==> config.mk <==
export PLATFORM = sky130hd
export DESIGN_NAME = led_stream_router
export DESIGN_NICKNAME = d
export VERILOG_FILES = /design/src/rtl/led_stream_pkg.sv /design/src/rtl/lsr_byte_timeout.sv /design/src/rtl/led_stream_router.sv
export SDC_FILE = /design/constraint.sdc
export NUM_CORES = 1
export LEC_CHECK = 0
export ABC_AREA = 1
export CORE_ASPECT_RATIO = 1.4
export CORE_UTILIZATION = 25
export DETAILED_ROUTE_END_ITERATION = 16
export PLACE_DENSITY_LB_ADDON = 0.3
export SLEW_MARGIN = 20
export SYNTH_ARGS = -nofsm -noshare
export SYNTH_HDL_FRONTEND = slang
export SYNTH_SLANG_ARGS = --single-unit
==> constraint.sdc <==
create_clock -name clock -period 4.7 [get_ports clock]
set_input_delay 0.47 -clock clock [delete_from_list [all_inputs] [get_ports clock]]
set_output_delay 0.47 -clock clock [all_outputs]
set_load 0.005 [all_outputs]
==> src/rtl/led_stream_pkg.sv <==
// Shared types and constants for the framed UART-to-LED-RAM stream router.
package led_stream_pkg;

   typedef enum logic [2:0] {
      ST_IDLE  = 3'd0,
      ST_CHAN  = 3'd1,
      ST_ADDR  = 3'd2,
      ST_COUNT = 3'd3,
      ST_PIXEL = 3'd4,
      ST_CSUM  = 3'd5
   } lsr_state_e;

   localparam logic [7:0] SYNC_BYTE = 8'hAA;
   localparam int         BPP_RGB   = 3;
   localparam int         BPP_RGBW  = 4;
   localparam logic [7:0] ERR_SAT   = 8'd255;

   // Byte k of a pixel lands in [8k+7:8k]; RGB words keep the top byte zero.
   function automatic logic [31:0] pack_pixel(input logic [23:0] low,
                                              input logic [7:0]  last,
                                              input logic        rgbw);
      if (rgbw) begin
         pack_pixel = {last, low};
      end else begin
         pack_pixel = {8'd0, last, low[15:0]};
      end
   endfunction

   function automatic logic [7:0] sat_inc(input logic [7:0] value);
      if (value == ERR_SAT) begin
         sat_inc = value;
      end else begin
         sat_inc = value + 8'd1;
      end
   endfunction

endpackage

==> src/rtl/lsr_byte_timeout.sv <==
// Inter-byte watchdog: counts cycles while enabled, cleared by every received
// byte, and emits a one-cycle expire pulse after TIMEOUT_CYC quiet cycles.
module lsr_byte_timeout
   import led_stream_pkg::*;
#(
   parameter int TIMEOUT_CYC = 50_000
) (
   input  logic clock,
   input  logic reset,
   input  logic enable,
   input  logic clear,
   output logic expire
);

   localparam int CNT_W = $clog2(TIMEOUT_CYC + 1);
   localparam logic [CNT_W-1:0] LAST_CNT = CNT_W'(TIMEOUT_CYC - 1);

   logic [CNT_W-1:0] count_r;

   // Quiet-cycle counter; wraps to zero as it fires so the pulse is one cycle.
   always_ff @(posedge clock) begin
      if (reset) begin
         count_r <= {CNT_W{1'b0}};
         expire  <= 1'b0;
      end else if (!enable || clear) begin
         count_r <= {CNT_W{1'b0}};
         expire  <= 1'b0;
      end else if (count_r == LAST_CNT) begin
         count_r <= {CNT_W{1'b0}};
         expire  <= 1'b1;
      end else begin
         count_r <= count_r + CNT_W'(1'b1);
         expire  <= 1'b0;
      end
   end

endmodule

==> src/rtl/led_stream_router.sv <==
// Parses SYNC/CHAN/ADDR/COUNT/pixels[/CSUM] frames and writes packed pixels to
// per-strip RAMs. Define LSR_CHECKSUM_EN to expect and verify a trailing CSUM.
module led_stream_router
   import led_stream_pkg::*;
#(
   parameter int         CHANNELS    = 2,
   parameter int         ADDR_W      = 3,
   parameter logic [7:0] RGBW_MASK   = 8'b0000_0010,
   parameter int         TIMEOUT_CYC = 50_000
) (
   input  logic                clock,
   input  logic                reset,
   input  logic [7:0]          rx_data,
   input  logic                rx_ready,
   output logic [31:0]         led_data,
   output logic [ADDR_W-1:0]   led_addr,
   output logic [CHANNELS-1:0] led_write,
   output logic                frame_done,
   output logic                frame_error,
   output logic [7:0]          err_count,
   output logic                busy
);

   lsr_state_e          state_r;
   logic [2:0]          chan_r;
   logic                chan_ok_r;
   logic                rgbw_r;
   logic [ADDR_W-1:0]   addr_r;
   logic [7:0]          count_r;
   logic [1:0]          byte_idx_r;
   logic [23:0]         pix_r;
   logic [7:0]          csum_r;

   logic                expire_s;
   logic                chan_ok_s;
   logic                rgbw_s;
   logic [1:0]          last_idx_s;
   logic [CHANNELS-1:0] sel_s;
   logic [31:0]         pixel_word_s;

   lsr_byte_timeout #(
      .TIMEOUT_CYC (TIMEOUT_CYC)
   ) u_timeout (
      .clock  (clock),
      .reset  (reset),
      .enable (busy),
      .clear  (rx_ready),
      .expire (expire_s)
   );

   // Decode of the incoming channel byte and the current pixel's shape.
   always_comb begin
      chan_ok_s    = (rx_data < 8'(CHANNELS));
      rgbw_s       = chan_ok_s && RGBW_MASK[rx_data[2:0]];
      last_idx_s   = rgbw_r ? 2'(BPP_RGBW - 1) : 2'(BPP_RGB - 1);
      sel_s        = CHANNELS'(1'b1) << chan_r;
      pixel_word_s = pack_pixel(pix_r, rx_data, rgbw_r);
   end

   // Frame parser; every output is registered and pulses last one cycle.
   always_ff @(posedge clock) begin
      if (reset) begin
         state_r     <= ST_IDLE;
         chan_r      <= 3'd0;
         chan_ok_r   <= 1'b0;
         rgbw_r      <= 1'b0;
         addr_r      <= {ADDR_W{1'b0}};
         count_r     <= 8'd0;
         byte_idx_r  <= 2'd0;
         pix_r       <= 24'd0;
         csum_r      <= 8'd0;
         led_data    <= 32'd0;
         led_addr    <= {ADDR_W{1'b0}};
         led_write   <= {CHANNELS{1'b0}};
         frame_done  <= 1'b0;
         frame_error <= 1'b0;
         busy        <= 1'b0;
      end else begin
         led_write   <= {CHANNELS{1'b0}};
         frame_done  <= 1'b0;
         frame_error <= 1'b0;
         if (rx_ready) begin
            case (state_r)
               ST_IDLE: begin
                  if (rx_data == SYNC_BYTE) begin
                     state_r <= ST_CHAN;
                     busy    <= 1'b1;
                  end
               end
               ST_CHAN: begin
                  chan_r    <= rx_data[2:0];
                  chan_ok_r <= chan_ok_s;
                  rgbw_r    <= rgbw_s;
                  csum_r    <= rx_data;
                  state_r   <= ST_ADDR;
               end
               ST_ADDR: begin
                  addr_r  <= rx_data[ADDR_W-1:0];
                  csum_r  <= csum_r ^ rx_data;
                  state_r <= ST_COUNT;
               end
               ST_COUNT: begin
                  count_r    <= rx_data;
                  csum_r     <= csum_r ^ rx_data;
                  byte_idx_r <= 2'd0;
                  if (rx_data != 8'd0) begin
                     state_r <= ST_PIXEL;
                  end else begin
`ifdef LSR_CHECKSUM_EN
                     state_r <= ST_CSUM;
`else
                     state_r     <= ST_IDLE;
                     busy        <= 1'b0;
                     frame_done  <= chan_ok_r;
                     frame_error <= !chan_ok_r;
`endif
                  end
               end
               ST_PIXEL: begin
                  csum_r <= csum_r ^ rx_data;
                  if (byte_idx_r == last_idx_s) begin
                     // Invalid channels still consume their bytes, silently.
                     if (chan_ok_r) begin
                        led_write <= sel_s;
                        led_data  <= pixel_word_s;
                        led_addr  <= addr_r;
                     end
                     addr_r     <= addr_r + ADDR_W'(1'b1);
                     count_r    <= count_r - 8'd1;
                     byte_idx_r <= 2'd0;
                     if (count_r == 8'd1) begin
`ifdef LSR_CHECKSUM_EN
                        state_r <= ST_CSUM;
`else
                        state_r     <= ST_IDLE;
                        busy        <= 1'b0;
                        frame_done  <= chan_ok_r;
                        frame_error <= !chan_ok_r;
`endif
                     end
                  end else begin
                     case (byte_idx_r)
                        2'd0:    pix_r[7:0]   <= rx_data;
                        2'd1:    pix_r[15:8]  <= rx_data;
                        2'd2:    pix_r[23:16] <= rx_data;
                        default: pix_r        <= pix_r;
                     endcase
                     byte_idx_r <= byte_idx_r + 2'd1;
                  end
               end
               ST_CSUM: begin
                  state_r     <= ST_IDLE;
                  busy        <= 1'b0;
                  frame_done  <= chan_ok_r && (rx_data == csum_r);
                  frame_error <= !(chan_ok_r && (rx_data == csum_r));
               end
               default: begin
                  state_r <= ST_IDLE;
                  busy    <= 1'b0;
               end
            endcase
         end else if (expire_s && (state_r != ST_IDLE)) begin
            state_r     <= ST_IDLE;
            busy        <= 1'b0;
            frame_error <= 1'b1;
         end
      end
   end

   // Errored-frame counter, saturating; only reset clears it.
   always_ff @(posedge clock) begin
      if (reset) begin
         err_count <= 8'd0;
      end else if (frame_error) begin
         err_count <= sat_inc(err_count);
      end
   end

endmodule

==> impl_metrics.yaml <==
outcome:
  status: "complete, no violations"
sta:
  skew_ps: 9.14
  finalSetupTns_ps: 0
  rsz0062_at_grt: "false"
  setup_viol: 0
  drv_slew: 0
  setup_ws_ps: 2030
  worst_pin_slew_ps: 814
  max_freq_ghz: 0.374
  final.period_utilization_pct: 56.9
  post-route-min-period_ps: 2670
  max-slew-margin-rel_pct: 45.6
  hold_violations: 0
floorplanning:
  die-area_sq_um: 22300
  fp.dieW_microns: 127
  num_io_pins: 59
  fp.dieH_microns: 176
  core_sq_um: 21200
  rows: 63
  start_util_pct: 25.6
cts:
  cts_htree_levels: 4
  clk_pin_slew_worst_paths_ps: 60
  cts_tree: "done"
  cts_hold_buf: 0
  root_buffer: "clkbuf_16"
  clkLatencyLatePin_ps: 420
  cts_resized: 0
  cts_sinks: 118
  cts_buffer_depth: 2
  post-cts-setup-buffers: 0
  cts_buffers: 17
power_and_ir_drop:
  combPwrFrac_pct: 4.9
  cellPowerDensity_nw_per_um2: 368
  cell_internal_pwr_w: 0.00192
  p_leak_nw: 2.62
  p_sw_w: 0.000592
  p_seq_share_pct: 40.6
  switching_share_pct: 23.6
  vdd_drop_max_v: 0.000253
  clock_power_share_pct: 54.5
hold_path:
  min_to: "led_write[0]$_SDFF_PP0_"
  worstHoldPathType: "reg -> reg"
  worstHoldPathCells: 1
  hp-start: "chan_r[0]$_SDFFE_PP0P_"
placement:
  dp.cells: 1075
  port_buffers: 58
  pre_cts_ws_ps: 1830
  place.gp.congestion: 0.852
  place_area_sq_um: 6200
  dp_hpwl_microns: 9860
drt:
  wl_per_cell_microns: 13.4
  routed_wl_microns: 14800
  drtAntennaViolNets: 0
  drc_errors: 0
  routed_via_density: 4.58
  drt_iter0_drc: 343
  dr_total_vias: 5073
  dr.pass1.iters: 4
worst_setup_path:
  reg2regPathDepth: 8
  crit_family: "simple AND/OR/NAND/NOR gates"
  critPathMaxStageDelay_ps: 660
  worstSetupPathType: "reg -> reg"
  start_kind: "register"
  r2r-start: "state_r[0]$_SDFFE_PP0P_"
  required_ps: 5010
  end_kind: "register"
  crit_buf_inv: 2
  ff2ff_setup_slack_ps: 2030
  crit_chain: "inv_1 > nand2_1 > nor2_2 > nand2_2 > nor3_4 > inv_2 > nor2_1 > nor2_1"
  cp_max_fo: 32
  cp_slowest_cell: "nor3_4"
  r2r-end: "led_addr[1]$_SDFFE_PP0N_"
  crit_path_frequent_cell: "nor2_1"
  worstPathArrival_ps: 2980
global_routing:
  grt_pass1_vias: 4772
  antenna_found_initial: 0
  grt_max_degree: 64
  grt.overflow.total: 0
  grt.total_usage_pct: 14.0
  grt_pass1_wl_microns: 24100
yosys:
  synth_compound_area_share_pct: 13.6
  synth_cell_types: 31
  synth_adder_area_share_pct: 1.85
  synthSimpleGateAreaFrac_pct: 31.5
  syn_area_sq_um: 5430
  synthMuxAreaShare_pct: 0
  synth_top_family_by_area: "simple AND/OR/NAND/NOR gates"
  yosysSeqAreaShare_pct: 43.5
  synth_warnings: 0
  synth_enable_flop_cells: 0
  synth_nets: 809
  synth_xor_area_share_pct: 1.29
  ys.flop_type: "dfxtp_1"
  synth_seq_cells: 118
  syn_area_per_cell_sq_um: 6.87
  syn_inst: 790
  async_reset_ff_share_pct: 0
cells_and_area:
  final_layout_size_suffix_gt1_share_pct: 6.49
  nets: 853
  n_fill_cell: 2265
  final_cell_area_sq_um: 6820
  final_util_pct: 32.2
  stdcell_count: 1107
  diodes: 0
  area_delta_synth_final_pct: 25.7
flow_run:
  drv_cap: 0
==> flip-flops by register name, summed over array words and instances, names as in the netlist, 2 cells and up <==
register,count
state_r,3
err_count,8
count_r,8
led_write,2
u_timeout.count_r,16
addr_r,3
csum_r,8
pix_r,24
led_addr,3
chan_r,3
led_data,32
byte_idx_r,2
==> synthesized netlist by cell type, drive strengths merged (4+ instances only) <==
library cell	instances	area, sq um
a21oi	68	340
buf	13	77.6
clkbuf	25	93.8
dfxtp	118	2360
ha	8	100
inv	71	267
nand2	175	669
nand3	67	335
nand4	8	50.1
nor2	126	483
nor3	12	71.3
nor3b	4	30.0
nor4	5	31.3
o21ai	67	335
or2	5	31.3
xnor2	4	35.0
xor2	4	35.0
==> metal layers <==
metal	routed length [microns]	vias to the layer above	track usage, %
li1	-	2644	-
met1	6550	2320	16.2
met2	7270	88	23.9
met3	702	21	4.12
met4	313	0	5.87
met5	0	-	0
==> final cells by class <==
cell class / instances / area, sq um / share of cell area [%]
clock buffer: 19 / 453 / 6.64
clock inverter: 13 / 170 / 2.49
inverter: 73 / 274 / 4.02
multi-input combinational: 561 / 2620 / 38.4
sequential: 118 / 2360 / 34.6
tap: 260 / 325 / 4.77
timing repair buffer: 63 / 618 / 9.06
==> power by group through the flow <==
stage / clock network, W / logic [W] / registers (W)
2_1_floorplan: 0 / 0.0000852 / 0.00104
3_3_place_gp: 0 / 0.000123 / 0.00104
3_5_place_dp: 0 / 0.000124 / 0.00104
4_1_cts: 0.00139 / 0.000124 / 0.00102
5_1_grt: 0.00145 / 0.000139 / 0.00102
6_report: 0.00137 / 0.000123 / 0.00102
==> placed cells by master, fill, tap and decap left out, types with 8 or more instances in the layout <==
cell	synthesis	layout
nand4_1	8	8
a21oi_1	68	68
ha_1	8	8
clkdlybuf4s50_1	0	58
clkbuf_16	0	17
nand3_1	67	67
nor3_1	11	11
o21ai_0	61	61
dfxtp_1	118	118
nand2_1	170	170
inv_1	67	67
nor2_1	124	124
==> logic make-up after synthesis <==
family	Yosys count
buf+inv	111
xor+xnor	8
simple gates	403
flops	118
fa+ha+maj	8
compound gates	142
==> worst max-delay path by stage <==
| stage | start | to | slack [ps] | depth (start not counted) |
|---|---|---|---|---|
| 2_1_floorplan | u_timeout.count_r[0]$_SDFF_PP0_ | u_timeout.count_r[13]$_SDFF_PP0_ | 3220 | 7 |
| 3_3_place_gp | rx_ready | led_data[1]$_SDFFE_PP0N_ | 1860 | 6 |
| 3_5_place_dp | rx_ready | led_data[22]$_SDFFE_PP0N_ | 1830 | 6 |
| 6_report | state_r[0]$_SDFFE_PP0P_ | led_addr[1]$_SDFFE_PP0N_ | 2030 | 8 |
| 4_1_cts | state_r[0]$_SDFFE_PP0P_ | led_data[22]$_SDFFE_PP0N_ | 1980 | 8 |
| 5_1_grt | state_r[0]$_SDFFE_PP0P_ | led_data[22]$_SDFFE_PP0N_ | 1720 | 8 |
==> per-stage QoR <==
step,hold slack (ps),power [W]
3_5_place_dp,424,0.00116
3_3_place_gp,426,0.00116
5_1_grt,449,0.00261
2_1_floorplan,400,0.00112
4_1_cts,439,0.00254
6_report,434,0.00251
No activity file was read; power rests on OpenSTA's default activity.
